$ cat config.mk
export PLATFORM = sky130hd
export DESIGN_NAME = alu_op_sequencer
export DESIGN_NICKNAME = d
export VERILOG_FILES = /design/src/rtl/alu_pkg.sv /design/src/rtl/alu_flag_gen.sv /design/src/rtl/alu_op_sequencer.sv
export SDC_FILE = /design/constraint.sdc
export NUM_CORES = 1
export LEC_CHECK = 0
export BUFFER_PORTS_ARGS = -buffer_cell sky130_fd_sc_hd__buf_4
export CAP_MARGIN = 20
export CORE_MARGIN = 2
export CORE_UTILIZATION = 53
export DETAILED_ROUTE_END_ITERATION = 8
export GPL_TIMING_DRIVEN = 0
export HOLD_SLACK_MARGIN = 0.12
export PLACE_DENSITY = 0.83
export SLEW_MARGIN = 20
export SYNTH_ARGS = -nofsm -noshare
export SYNTH_HDL_FRONTEND = slang
export SYNTH_HIERARCHICAL = 1
export SYNTH_SLANG_ARGS = --single-unit
$ cat constraint.sdc
create_clock -name clk -period 2.3 [get_ports clk]
set_input_delay 0.23 -clock clk [delete_from_list [all_inputs] [get_ports clk]]
set_output_delay 0.23 -clock clk [all_outputs]
set_load 0.05 [all_outputs]
$ cat src/rtl/alu_pkg.sv
// ---------------------------------------------------------------------------
// alu_pkg
// Definitions shared by the ALU sequencer and its flag generator:
//   op_e      - 3-bit ALU/sequencer opcodes (OP_ADD .. OP_ILL)
//   state_e   - sequencer state encoding (IDLE/EXEC/MUL/DONE)
//   FLAG_*    - bit positions of C/Z/N/V inside a packed flag vector
// ---------------------------------------------------------------------------
package alu_pkg;

  typedef enum logic [2:0] {
    OP_ADD = 3'b000,
    OP_SUB = 3'b001,
    OP_AND = 3'b010,
    OP_OR  = 3'b011,
    OP_XOR = 3'b100,
    OP_NOT = 3'b101,
    OP_MUL = 3'b110,
    OP_ILL = 3'b111
  } op_e;

  typedef enum logic [1:0] {
    ST_IDLE = 2'd0,
    ST_EXEC = 2'd1,
    ST_MUL  = 2'd2,
    ST_DONE = 2'd3
  } state_e;

  localparam int NUM_FLAGS = 4;
  localparam int FLAG_C    = 0;
  localparam int FLAG_Z    = 1;
  localparam int FLAG_N    = 2;
  localparam int FLAG_V    = 3;

endpackage

$ cat src/rtl/alu_flag_gen.sv
// ---------------------------------------------------------------------------
// alu_flag_gen
// Combinational C/Z/N/V generation for the single-cycle (non-multiply) ops.
// Ports:
//   op        - opcode being executed
//   a, b      - operands presented to the ALU
//   alu_res   - ALU result
//   alu_cout  - ALU carry out (meaningful for add)
//   alu_bout  - ALU borrow out (meaningful for sub)
//   flags     - packed flags, indexed by alu_pkg::FLAG_*
// ---------------------------------------------------------------------------
module alu_flag_gen
  import alu_pkg::*;
#(
  parameter int WIDTH = 4
) (
  input  op_e                  op,
  input  logic [WIDTH-1:0]     a,
  input  logic [WIDTH-1:0]     b,
  input  logic [WIDTH-1:0]     alu_res,
  input  logic                 alu_cout,
  input  logic                 alu_bout,
  output logic [NUM_FLAGS-1:0] flags
);

  logic a_msb, b_msb, r_msb;

  assign a_msb = a[WIDTH-1];
  assign b_msb = b[WIDTH-1];
  assign r_msb = alu_res[WIDTH-1];

  // NOTE: every output of a combinational block gets a default before any
  // branch, so no path leaves it unassigned and no latch is inferred.
  always_comb begin
    flags         = '0;
    flags[FLAG_Z] = (alu_res == '0);
    flags[FLAG_N] = r_msb;
    unique case (op)
      OP_ADD: begin
        flags[FLAG_C] = alu_cout;
        // Overflow: like-signed operands producing an opposite-signed sum.
        flags[FLAG_V] = (a_msb == b_msb) && (r_msb != a_msb);
      end
      OP_SUB: begin
        flags[FLAG_C] = alu_bout;
        // Overflow: differently-signed operands where the sign flips from a.
        flags[FLAG_V] = (a_msb != b_msb) && (r_msb != a_msb);
      end
      default: ;
    endcase
  end

endmodule

$ cat src/rtl/alu_op_sequencer.sv
// ---------------------------------------------------------------------------
// alu_op_sequencer
// Sequences a shared combinational ALU: one request at a time, registered
// result and C/Z/N/V flags, plus an optional shift-add unsigned multiply that
// reuses the ALU adder once per operand bit.
// Build option: define ALU_OP_SEQUENCER_MUL_EN to enable op 110 (multiply);
// without it op 110 is answered as illegal.
// Ports:
//   clk, rst               - rising-edge clock, synchronous active-high reset
//   start, op, a, b        - request (sampled only while idle)
//   alu_res/cout/bout      - combinational return from the ALU
//   alu_sel, alu_a, alu_b  - ALU drive (zero when idle or done)
//   busy                   - high whenever not idle
//   done                   - one-cycle completion pulse
//   res, res_hi            - result (res_hi: multiply high half, else 0)
//   flag_c/z/n/v, err      - status flags; err marks an illegal opcode
// ---------------------------------------------------------------------------
module alu_op_sequencer
  import alu_pkg::*;
#(
  parameter int WIDTH = 4
) (
  input  logic             clk,
  input  logic             rst,
  input  logic             start,
  input  logic [2:0]       op,
  input  logic [WIDTH-1:0] a,
  input  logic [WIDTH-1:0] b,
  input  logic [WIDTH-1:0] alu_res,
  input  logic             alu_cout,
  input  logic             alu_bout,
  output logic [2:0]       alu_sel,
  output logic [WIDTH-1:0] alu_a,
  output logic [WIDTH-1:0] alu_b,
  output logic             busy,
  output logic             done,
  output logic [WIDTH-1:0] res,
  output logic [WIDTH-1:0] res_hi,
  output logic             flag_c,
  output logic             flag_z,
  output logic             flag_n,
  output logic             flag_v,
  output logic             err
);

  state_e           state;
  op_e              op_q;
  op_e              op_in;
  logic [WIDTH-1:0] a_q, b_q;
  logic [NUM_FLAGS-1:0] exec_flags;

  assign op_in = op_e'(op);

  alu_flag_gen #(.WIDTH(WIDTH)) u_flag_gen (
    .op       (op_q),
    .a        (a_q),
    .b        (b_q),
    .alu_res  (alu_res),
    .alu_cout (alu_cout),
    .alu_bout (alu_bout),
    .flags    (exec_flags)
  );

`ifdef ALU_OP_SEQUENCER_MUL_EN
  localparam int CW = $clog2(WIDTH);

  logic [CW-1:0]    cnt;
  logic [WIDTH-1:0] acc_hi, acc_lo;
  logic [WIDTH-1:0] nxt_hi, nxt_lo;

  // One shift-add step: add a_q into the high half when the current
  // multiplier bit is set, then shift the whole accumulator right by one.
  always_comb begin
    if (acc_lo[0]) {nxt_hi, nxt_lo} = {alu_cout, alu_res, acc_lo[WIDTH-1:1]};
    else           {nxt_hi, nxt_lo} = {1'b0, acc_hi, acc_lo[WIDTH-1:1]};
  end
`endif

  // NOTE: state and outputs use non-blocking assignments so every register
  // samples values from before the edge, independent of statement order.
  always_ff @(posedge clk) begin
    // NOTE: reset is synchronous and covers every register here; there are
    // no memory arrays, so nothing is left to power up undefined.
    if (rst) begin
      state   <= ST_IDLE;
      op_q    <= OP_ADD;
      a_q     <= '0;
      b_q     <= '0;
      alu_sel <= '0;
      alu_a   <= '0;
      alu_b   <= '0;
      busy    <= 1'b0;
      done    <= 1'b0;
      res     <= '0;
      res_hi  <= '0;
      flag_c  <= 1'b0;
      flag_z  <= 1'b0;
      flag_n  <= 1'b0;
      flag_v  <= 1'b0;
      err     <= 1'b0;
`ifdef ALU_OP_SEQUENCER_MUL_EN
      cnt     <= '0;
      acc_hi  <= '0;
      acc_lo  <= '0;
`endif
    end else begin
      unique case (state)
        ST_IDLE: begin
          if (start) begin
            op_q <= op_in;
            a_q  <= a;
            b_q  <= b;
            busy <= 1'b1;
`ifdef ALU_OP_SEQUENCER_MUL_EN
            if (op_in == OP_MUL) begin
              // ALU drive for the first step: acc_hi (=0) + a.
              alu_sel <= OP_ADD;
              alu_a   <= '0;
              alu_b   <= a;
              acc_hi  <= '0;
              acc_lo  <= b;
              cnt     <= '0;
              state   <= ST_MUL;
            end else
`endif
            if (op_in == OP_ILL || op_in == OP_MUL) begin
              res    <= '0;
              res_hi <= '0;
              flag_c <= 1'b0;
              flag_z <= 1'b0;
              flag_n <= 1'b0;
              flag_v <= 1'b0;
              err    <= 1'b1;
              done   <= 1'b1;
              state  <= ST_DONE;
            end else begin
              // Drive registered so the ALU sees stable operands in EXEC.
              alu_sel <= op;
              alu_a   <= a;
              alu_b   <= b;
              state   <= ST_EXEC;
            end
          end
        end

        ST_EXEC: begin
          res     <= alu_res;
          res_hi  <= '0;
          flag_c  <= exec_flags[FLAG_C];
          flag_z  <= exec_flags[FLAG_Z];
          flag_n  <= exec_flags[FLAG_N];
          flag_v  <= exec_flags[FLAG_V];
          err     <= 1'b0;
          alu_sel <= '0;
          alu_a   <= '0;
          alu_b   <= '0;
          done    <= 1'b1;
          state   <= ST_DONE;
        end

`ifdef ALU_OP_SEQUENCER_MUL_EN
        ST_MUL: begin
          acc_hi <= nxt_hi;
          acc_lo <= nxt_lo;
          cnt    <= cnt + 1'b1;
          // alu_a tracks the accumulator high half for the next step.
          alu_a  <= nxt_hi;
          if (cnt == CW'(WIDTH - 1)) begin
            res     <= nxt_lo;
            res_hi  <= nxt_hi;
            flag_c  <= (nxt_hi != '0);
            flag_z  <= ({nxt_hi, nxt_lo} == '0);
            flag_n  <= 1'b0;
            flag_v  <= 1'b0;
            err     <= 1'b0;
            alu_sel <= '0;
            alu_a   <= '0;
            alu_b   <= '0;
            done    <= 1'b1;
            state   <= ST_DONE;
          end
        end
`endif

        ST_DONE: begin
          done  <= 1'b0;
          busy  <= 1'b0;
          state <= ST_IDLE;
        end

        default: state <= ST_IDLE;
      endcase
    end
  end

endmodule

# == Yosys cells after proc, flatten, opt, wreduce, memory -nomap -nowiden ==
# Cells that the tools add are included.
# classes
n_eq_ne,11
mux,30
reduce_logical,14
# ops
cell,n
$pmux W4 S2,4
$mux W4,6
$pmux W1 S2,8
$reduce_and A3 Y1,3
$eq A3 B3 Y1 const B,2
$mux W3,2
$ne A2 B2 Y1 const B,3
$pmux W3 S2,1
$mux W1,5
$logic_not A4 Y1,1
$mux W2,2
$pmux W2 S2,1
$reduce_and A2 Y1,2
$reduce_bool A2 Y1,2
$eq A3 B1 Y1 const B,1
$logic_not A3 Y1,1
$pmux W1 S3,1
$reduce_bool A3 Y1,1
$eq A2 B1 Y1 const B,1
$eq A2 B2 Y1 const B,1
$logic_and A1 B1 Y1,2
$logic_not A2 Y1,1
$ne A1 B1 Y1,2
$eq A1 B1 Y1,1
$logic_or A1 B1 Y1,1
# word_totals
regBits,39
out_inout_bits,26
word_cells,71

# == Depth between registers and ports, before layout ==
# Gate-level depths: netlist of the first run.
# depth
ltp_word,5
mapped_depth,5
depth_no_buf,3

# == By module ==
# Netlist of the first run, hierarchy kept.
# modules_own_cells
mod,instances,cells_each,area_per_inst_um2,seq_area_each_um2
alu_op_sequencer,1,147,1308.8,700.7
alu_flag_gen,1,8,66.3,0.0

# == Least setup slack after synthesis of the first run ==
# Ideal clock, no wire load.
# synth_timing
path_kind,register to register
from,reg state[1]
to,reg a_q[0]
t_arrival_ns,1.073
required_time_ns,2.166
slack_ns,1.094
path_stages_with_launch,6
period_less_slack_ns,1.206
path_cell_list,dfxtp_1 -> buf_2 -> or3b_4 -> buf_6 -> nand2_1 -> a21oi_1
# synth_between
elab_chain_cells,2
# synth_rtl
item,line,source
"start, declared",alu_op_sequencer.sv:46,state_e state;
"start signal, assigned",alu_op_sequencer.sv:85,state <= ST_IDLE;
"start signal, assigned",alu_op_sequencer.sv:135,state <= ST_DONE;
"start signal, assigned",alu_op_sequencer.sv:141,state <= ST_EXEC;
$logic_not A2 Y1,alu_op_sequencer.sv:107,unique case (state)
$reduce_and A2 Y1 (no line),n/a,
"end signal, assigned",alu_op_sequencer.sv:87,a_q <= '0;
"end signal, assigned",alu_op_sequencer.sv:111,a_q <= a;
"end, declared",alu_op_sequencer.sv:49,"logic [WIDTH-1:0] a_q, b_q;"
# Every way passes these cells.
# A chain may end at the register's enable or synchronous reset.

==> results of run 1 <==
[power by group through the flow]
stage	sequential, mW	clock, mW	combinational (mW)
2_1_floorplan	0.640	0	0.117
3_5_place_dp	0.562	0	0.284
6_report	0.551	0.305	0.286
3_3_place_gp	0.560	0	0.279
5_1_grt	0.554	0.332	0.305
4_1_cts	0.551	0.316	0.287
[sequential cells by signal (all words and copies together), names as in the netlist]
name,count
alu_sel,3
alu_a,4
b_q,1
state,2
flag_c,1
flag_v,1
op_q,3
res,4
flag_z,1
err,1
alu_b,4
a_q,1
busy,1
flag_n,1
done,1
[worst min-delay path by stage]
| stage | to | slack (ns) | depth (start not counted) |
|---|---|---|---|
| 5_1_grt | res[0] | 0.12 | 2 |
| 3_5_place_dp | b_q[3] | 0.45 | 2 |
| 4_1_cts | res[0] | 0.13 | 2 |
| 6_report | res[1] | 0.14 | 2 |
| 3_3_place_gp | a_q[3] | 0.45 | 2 |
| 2_1_floorplan | a_q[3] | 0.30 | 1 |
[layout by cell type, fill, tap and decap left out, types with 2 or more instances in the layout]
master	n
clkbuf_4	5
nor2_1	4
clkbuf_1	5
a22o_1	8
and2_1	2
o21a_1	2
a21oi_1	17
nor4b_1	2
conb_1	4
dfxtp_1	29
buf_2	7
inv_1	2
buf_4	46
nand2_1	11
o21ai_0	9
nor3_1	3
nor2b_1	2
nand3_1	9
[cell type report]
class | instances | area, um^2 | area share
buffer | 17 | 98.8 | 0.0618
timing repair buffer | 42 | 318 | 0.199
inverter | 2 | 7.51 | 0.00469
tap | 28 | 35.0 | 0.0219
clock buffer | 7 | 55.1 | 0.0344
sequential | 29 | 581 | 0.363
multi-input combinational | 86 | 504 | 0.315
[layer usage]
| layer | global-route usage | vias to the layer above | part of all wire |
|---|---|---|---|
| li1 | - | 553 | - |
| met1 | 0.262 | 494 | 0.43 |
| met2 | 0.355 | 42 | 0.49 |
| met3 | 0.0789 | 5 | 0.067 |
| met4 | 0.131 | 0 | 0.019 |
| met5 | 0 | - | 0 |
[worst reg2reg max path, stage by stage, from the launching register on]
cell and delay [ns]:
dfxtp_1 0.31, buf_2 0.19, a21o_1 0.18, clkbuf_1 0.37
nor2_1 0.10
==> key figures, run 1 <==
Timing
  • Achievable frequency: 0.773 GHz
  • Worst Clk Skew: 0.00305 ns
  • Fin worst setup slack: 1.01 ns
  • Count of pins over their slew limit: 0
  • Unrepaired setup endpoints after global routing: false
  • Hold Slack: 0.143 ns
  • Final setup TNS: 0 ns
  • Final setup viols: 0
  • Endpoints failing hold: 0
  • Fin crit share: 0.562
  • Tmin final: 1.29 ns

Die
  • Cell Rows: 17
  • Number of I/O pins: 46
  • Core area: 2150 um^2
  • Die Span Y: 51.2 um
  • Die area: 2620 um^2
  • Die width: 51.2 um
  • Initial core utilization: 0.549

CTS
  • Num CTS Buffers: 5
  • Clock root buffer: clkbuf_4
  • Hold buffer count at CTS: 1
  • Clock buffer depth: 2
  • CTS clock-pin slew for the worst setup and hold paths: 0.08 ns
  • CTS sink cnt: 29
  • CTS tree: built
  • Post-CTS Resized: 0
  • Post-CTS Setup Bufs: 0
  • H-tree depth: 2
  • Later-pin clock latency in the skew report: 0.32 ns

Placement
  • Port Buffer Count: 41
  • Placed Instance Area: 1530 um^2
  • Post-Place Cells: 203
  • Worst setup slack after placement: 1.06 ns
  • Placer Congestion: 0.756
  • Detailed placement HPWL: 1.92 mm

Critical path
  • Reg2reg setup slack: 1.03 ns
  • WP data arrival: 1.49 ns
  • Worst setup startpoint: rst
  • Crit path max-delay family: buffers and inverters
  • Worst path cell trace: dlygate4sd3_1, buf_4, a21o_1, clkbuf_1, nor2_1
  • Required @ worst endpoint: 2.50 ns
  • Worst path bufs/invs: 3
  • RR Startpoint: state[0]
  • Crit path to: err
  • CP max FO: 10
  • R2r worst-path depth: 4
  • Worst setup SP type: input pin
  • Crit Path Category: input pin to flop
  • CP max stage delay: 0.52 ns
  • Slowest cell on the critical path: dlygate4sd3_1
  • Critical path capture point type: flop
  • WP depth: 5
  • Reg-to-reg endpoint: err

Pwr
  • Power Total: 1.14 mW
  • Sw frac: 0.312
  • Combinational Power Share: 0.250
  • Pwr per Cell Area: 714 nW/um^2
  • Highest ir drop seen on vdd: 0.572 mV
  • Sequential share of power: 0.482
  • Internal power: 786 uW
  • Leakage: 0.715 nW
  • Clk pwr share: 0.267
  • Net switching power figure: 356 uW

Finish
  • Layout Nets: 203
  • Final core occ: 0.744
  • Fillers: 165
  • Post-route cell area: 1600 um^2
  • Share of cells above drive strength 1: 0.355
  • Cell Count, Final, Fillers Out: 211
  • Area grow syn2layout: 35.5%
  • Diodes inserted: 0

Global route
  • Vias in the first global route: 986
  • Gr ovfl total: 0
  • Initial antenna violation count: 0
  • Total GRT Usage: 0.225
  • Pin count of the biggest net entering global routing: 11
  • Global-route wire length before repair: 4.25 mm

Logic synthesis
  • Post-Syn Area per Cell: 9.01 um^2
  • Yosys Warn Count: 6
  • Cell count after synthesis: 131
  • Cell Area, Synth: 1180 um^2

Route
  • Starting DRT DRC Count: 20
  • Total iterations of the first detailed-routing run: 4
  • DR DRC count: 0
  • Drt total wl: 2.64 mm
  • Vias per inst: 5.18
  • Drt wl/cell: 12.5 um
  • Routed vias: 1094
  • Post-route ant nets: 0

Flow run
  • Max-cap viol count: 0

Hold path
  • Hold WC Path Type: input pin to flop
  • Hold_sp: alu_res[1]

Status
  • Status: finished clean
(Power assumes the default switching activity.)
==> inputs of run 2 (changes only) <==
--- a/config.mk
+++ b/config.mk
@@ -8,11 +8,11 @@
 export BUFFER_PORTS_ARGS = -buffer_cell sky130_fd_sc_hd__buf_4
 export CAP_MARGIN = 20
 export CORE_MARGIN = 2
-export CORE_UTILIZATION = 53
+export CORE_UTILIZATION = 49
 export DETAILED_ROUTE_END_ITERATION = 8
 export GPL_TIMING_DRIVEN = 0
 export HOLD_SLACK_MARGIN = 0.12
-export PLACE_DENSITY = 0.83
+export PLACE_DENSITY = 0.78
 export SLEW_MARGIN = 20
 export SYNTH_ARGS = -nofsm -noshare
 export SYNTH_HDL_FRONTEND = slang
==> constraint.sdc (replaced) <==
create_clock -name clk -period 1.3 [get_ports clk]
set_input_delay 0.13 -clock clk [delete_from_list [all_inputs] [get_ports clk]]
set_output_delay 0.13 -clock clk [all_outputs]
set_load 0.05 [all_outputs]
==> run 2 against run 1 <==
Net effect:
- clock skew grew 0.0061 ns
- sequential power up 77%
- power is 78% higher
- sequential cell count stayed put
- hold slack improved by 0.13 ns
- wire length is 9.3% higher
==> key figures, run 2 (same netlist as run 1, synthesis figures left out) <==
Status
  • Status: finished clean

Finish
  • Biggest regs: alu_a x4, alu_b x4, res x4
  • Post-route cell area: 1760 um^2 (+10%)
  • Diodes inserted: 0 (unchanged)
  • Fillers: 168 (+1.8%)
  • Most frequent cells in the layout: buf_4, dfxtp_1, a21oi_1, dlygate4sd3_1, nand2_1
  • Area grow syn2layout: 49.1%
  • Layout Nets: 218 (+7.4%)
  • Final core occ: 0.780 (+0.0359)
  • Cell Count, Final, Fillers Out: 227 (+7.6%)
  • Share of cells above drive strength 1: 0.347 (-0.00846)
  • Commonest non-fill, non-tap cell in the layout: buf_4

Critical path
  • CP max stage delay: 0.32 ns (-0.20 ns)
  • Most frequent CP cell: buf_2
  • WP data arrival: 1.48 ns (about the same)
  • CP max FO: 9 (-1)
  • Crit Path Category: flop to flop
  • Required @ worst endpoint: 1.52 ns (-0.98 ns)
  • Worst setup SP type: flop
  • RR Startpoint: state[1]
  • Slowest cell on the critical path: dfxtp_1
  • Reg-to-reg endpoint: flag_c
  • Reg2reg setup slack: 0.04 ns (-0.99 ns)
  • Worst path cell trace: buf_2, nor2_1, and2_1, buf_2, a22o_1
  • R2r worst-path depth: 5 (+1)
  • Critical path capture point type: flop

Die
  • Die area: 2820 um^2 (+7.5%)
  • Number of I/O pins: 46 (unchanged)
  • Cell Rows: 17 (unchanged)
  • Initial core utilization: 0.523 (-0.0259)
  • Die Span Y: 53.1 um (+3.7%)
  • Core area: 2250 um^2 (+5.0%)
  • Die width: 53.1 um (+3.7%)

CTS
  • CTS tree: built
  • H-tree depth: 2 (unchanged)
  • Clock buffer depth: 2 (unchanged)
  • Num CTS Buffers: 5 (unchanged)
  • Clock root buffer: clkbuf_4
  • CTS clock-pin slew for the worst setup and hold paths: 0.09 ns (about the same)
  • Later-pin clock latency in the skew report: 0.33 ns (about the same)
  • CTS sink cnt: 29 (unchanged)
  • Post-CTS Setup Bufs: 0 (unchanged)

Hold path
  • Hold WC Path Type: input pin to flop
  • Worst Hold End: flag_c
  • Hold_sp: alu_cout
  • Hold Path Depth: 4 (+2)

Placement
  • Post-Place Cells: 203 (unchanged)
  • Placer Congestion: 0.755 (-0.20%)
  • Placed Instance Area: 1530 um^2 (unchanged)
  • Detailed placement HPWL: 1.93 mm (+0.78%)
  • Worst setup slack after placement: 0.0547 ns (-1.01 ns)
  • Port Buffer Count: 41 (unchanged)

Global route
  • Pin count of the biggest net entering global routing: 11 (unchanged)
  • Gr ovfl total: 0 (unchanged)
  • Initial antenna violation count: 0 (unchanged)
  • Global-route wire length before repair: 4.51 mm (+6.2%)
  • Vias in the first global route: 1122 (+14%)
  • Total GRT Usage: 0.225 (about the same)

Route
  • Post-route ant nets: 0 (unchanged)
  • Drt wl/cell: 12.7 um (+1.6%)
  • Vias per inst: 5.15 (-0.68%)
  • Starting DRT DRC Count: 9 (-55%)
  • Total iterations of the first detailed-routing run: 4 (unchanged)
  • DR DRC count: 0 (unchanged)
  • Routed vias: 1169 (+6.9%)
  • Drt total wl: 2.88 mm (+9.3%)

Timing
  • Fin crit share: 0.969
  • Tmin final: 1.26 ns
  • Endpoints failing hold: 0 (unchanged)
  • Worst Clk Skew: 0.00913 ns (+0.00608 ns)
  • Fin worst setup slack: 0.0403 ns (-0.966 ns)
  • Achievable frequency: 0.794 GHz
  • Final setup viols: 0 (unchanged)
  • Hold Slack: 0.275 ns (+0.133 ns)
  • Count of pins over their slew limit: 0 (unchanged)

Pwr
  • Sequential share of power: 0.479 (-0.003)
  • Combinational Power Share: 0.269 (+0.019)
  • Internal power: 1.37 mW (+75%)
  • Clk pwr share: 0.252 (-0.015)
  • Highest ir drop seen on vdd: 0.845 mV (+48%)
  • Leakage: 0.788 nW (+10%)
  • Net switching power figure: 664 uW (+86%)
  • Sw frac: 0.326 (+0.0139)
  • Pwr per Cell Area: 1160 nW/um^2 (+62%)

Flow run
  • Max-cap viol count: 0 (unchanged)
==> run 2: area by class of cell <==
cell class	instances	area (um^2)	share of cell area
multi-input cells	86	507	0.288
inverters	2	7.51	0.00427
plain buffers	16	100	0.0569
repair buffers	58	478	0.272
clock inverters	2	10.0	0.00569
well taps	28	35.0	0.0199
flip-flops and latches	29	581	0.330
clock buffers	6	41.3	0.0235
==> run 2: what timing repair did <==
| item | 4_1_cts | 5_1_grt |
|---|---|---|
| setup endpoints to repair | 0 | 14 |
| gates resized for setup | 0 | 10 |
| hold buffers | 17 | 0 |
| endpoints found under the hold margin | 20 | 0 |
==> run 2: worst max-delay path, delay by kind of cell, from the launching register on <==
| kind | cells | cell delay [ns] |
|---|---|---|
| AOI/OAI and AO/OA | 1 | 0.24 |
| buffers and inverters | 2 | 0.36 |
| and+or+nand+nor | 2 | 0.24 |
| DFF | 1 | 0.32 |
==> run 2: power by group through the flow <==
stage	logic, mW	clock network (mW)	registers, mW
floorplan	0.207	0	1.13
global placement	0.495	0	0.993
detailed placement	0.499	0	0.996
CTS	0.541	0.523	0.975
global route	0.586	0.559	0.983
finish	0.547	0.514	0.976
==> run 2: how the worst max path moves through the flow <==
stage             start  slack (ns)        to
2_1_floorplan  state[1]        0.12   op_q[0]
3_3_place_gp   state[0]        0.08       err
3_5_place_dp   state[0]        0.05  alu_a[3]
4_1_cts           op[2]        0.02  alu_b[2]
5_1_grt        state[1]       -0.01    flag_c
6_report       state[1]        0.04    flag_c
==> run 2: layer usage <==
layer  global-route usage  routed length [um]
met5                    0                   0
met4                0.107                  59
met1                0.238                1190
met3               0.0734                 219
met2                0.398                1410
==> run 2: metrics by stage <==
step                      TNS (ns)  power, mW
after floorplan                  0       1.34
after global placement           0       1.49
after detailed placement         0       1.49
after CTS                        0       2.04
after global routing       -0.0132       2.13
final                            0       2.04
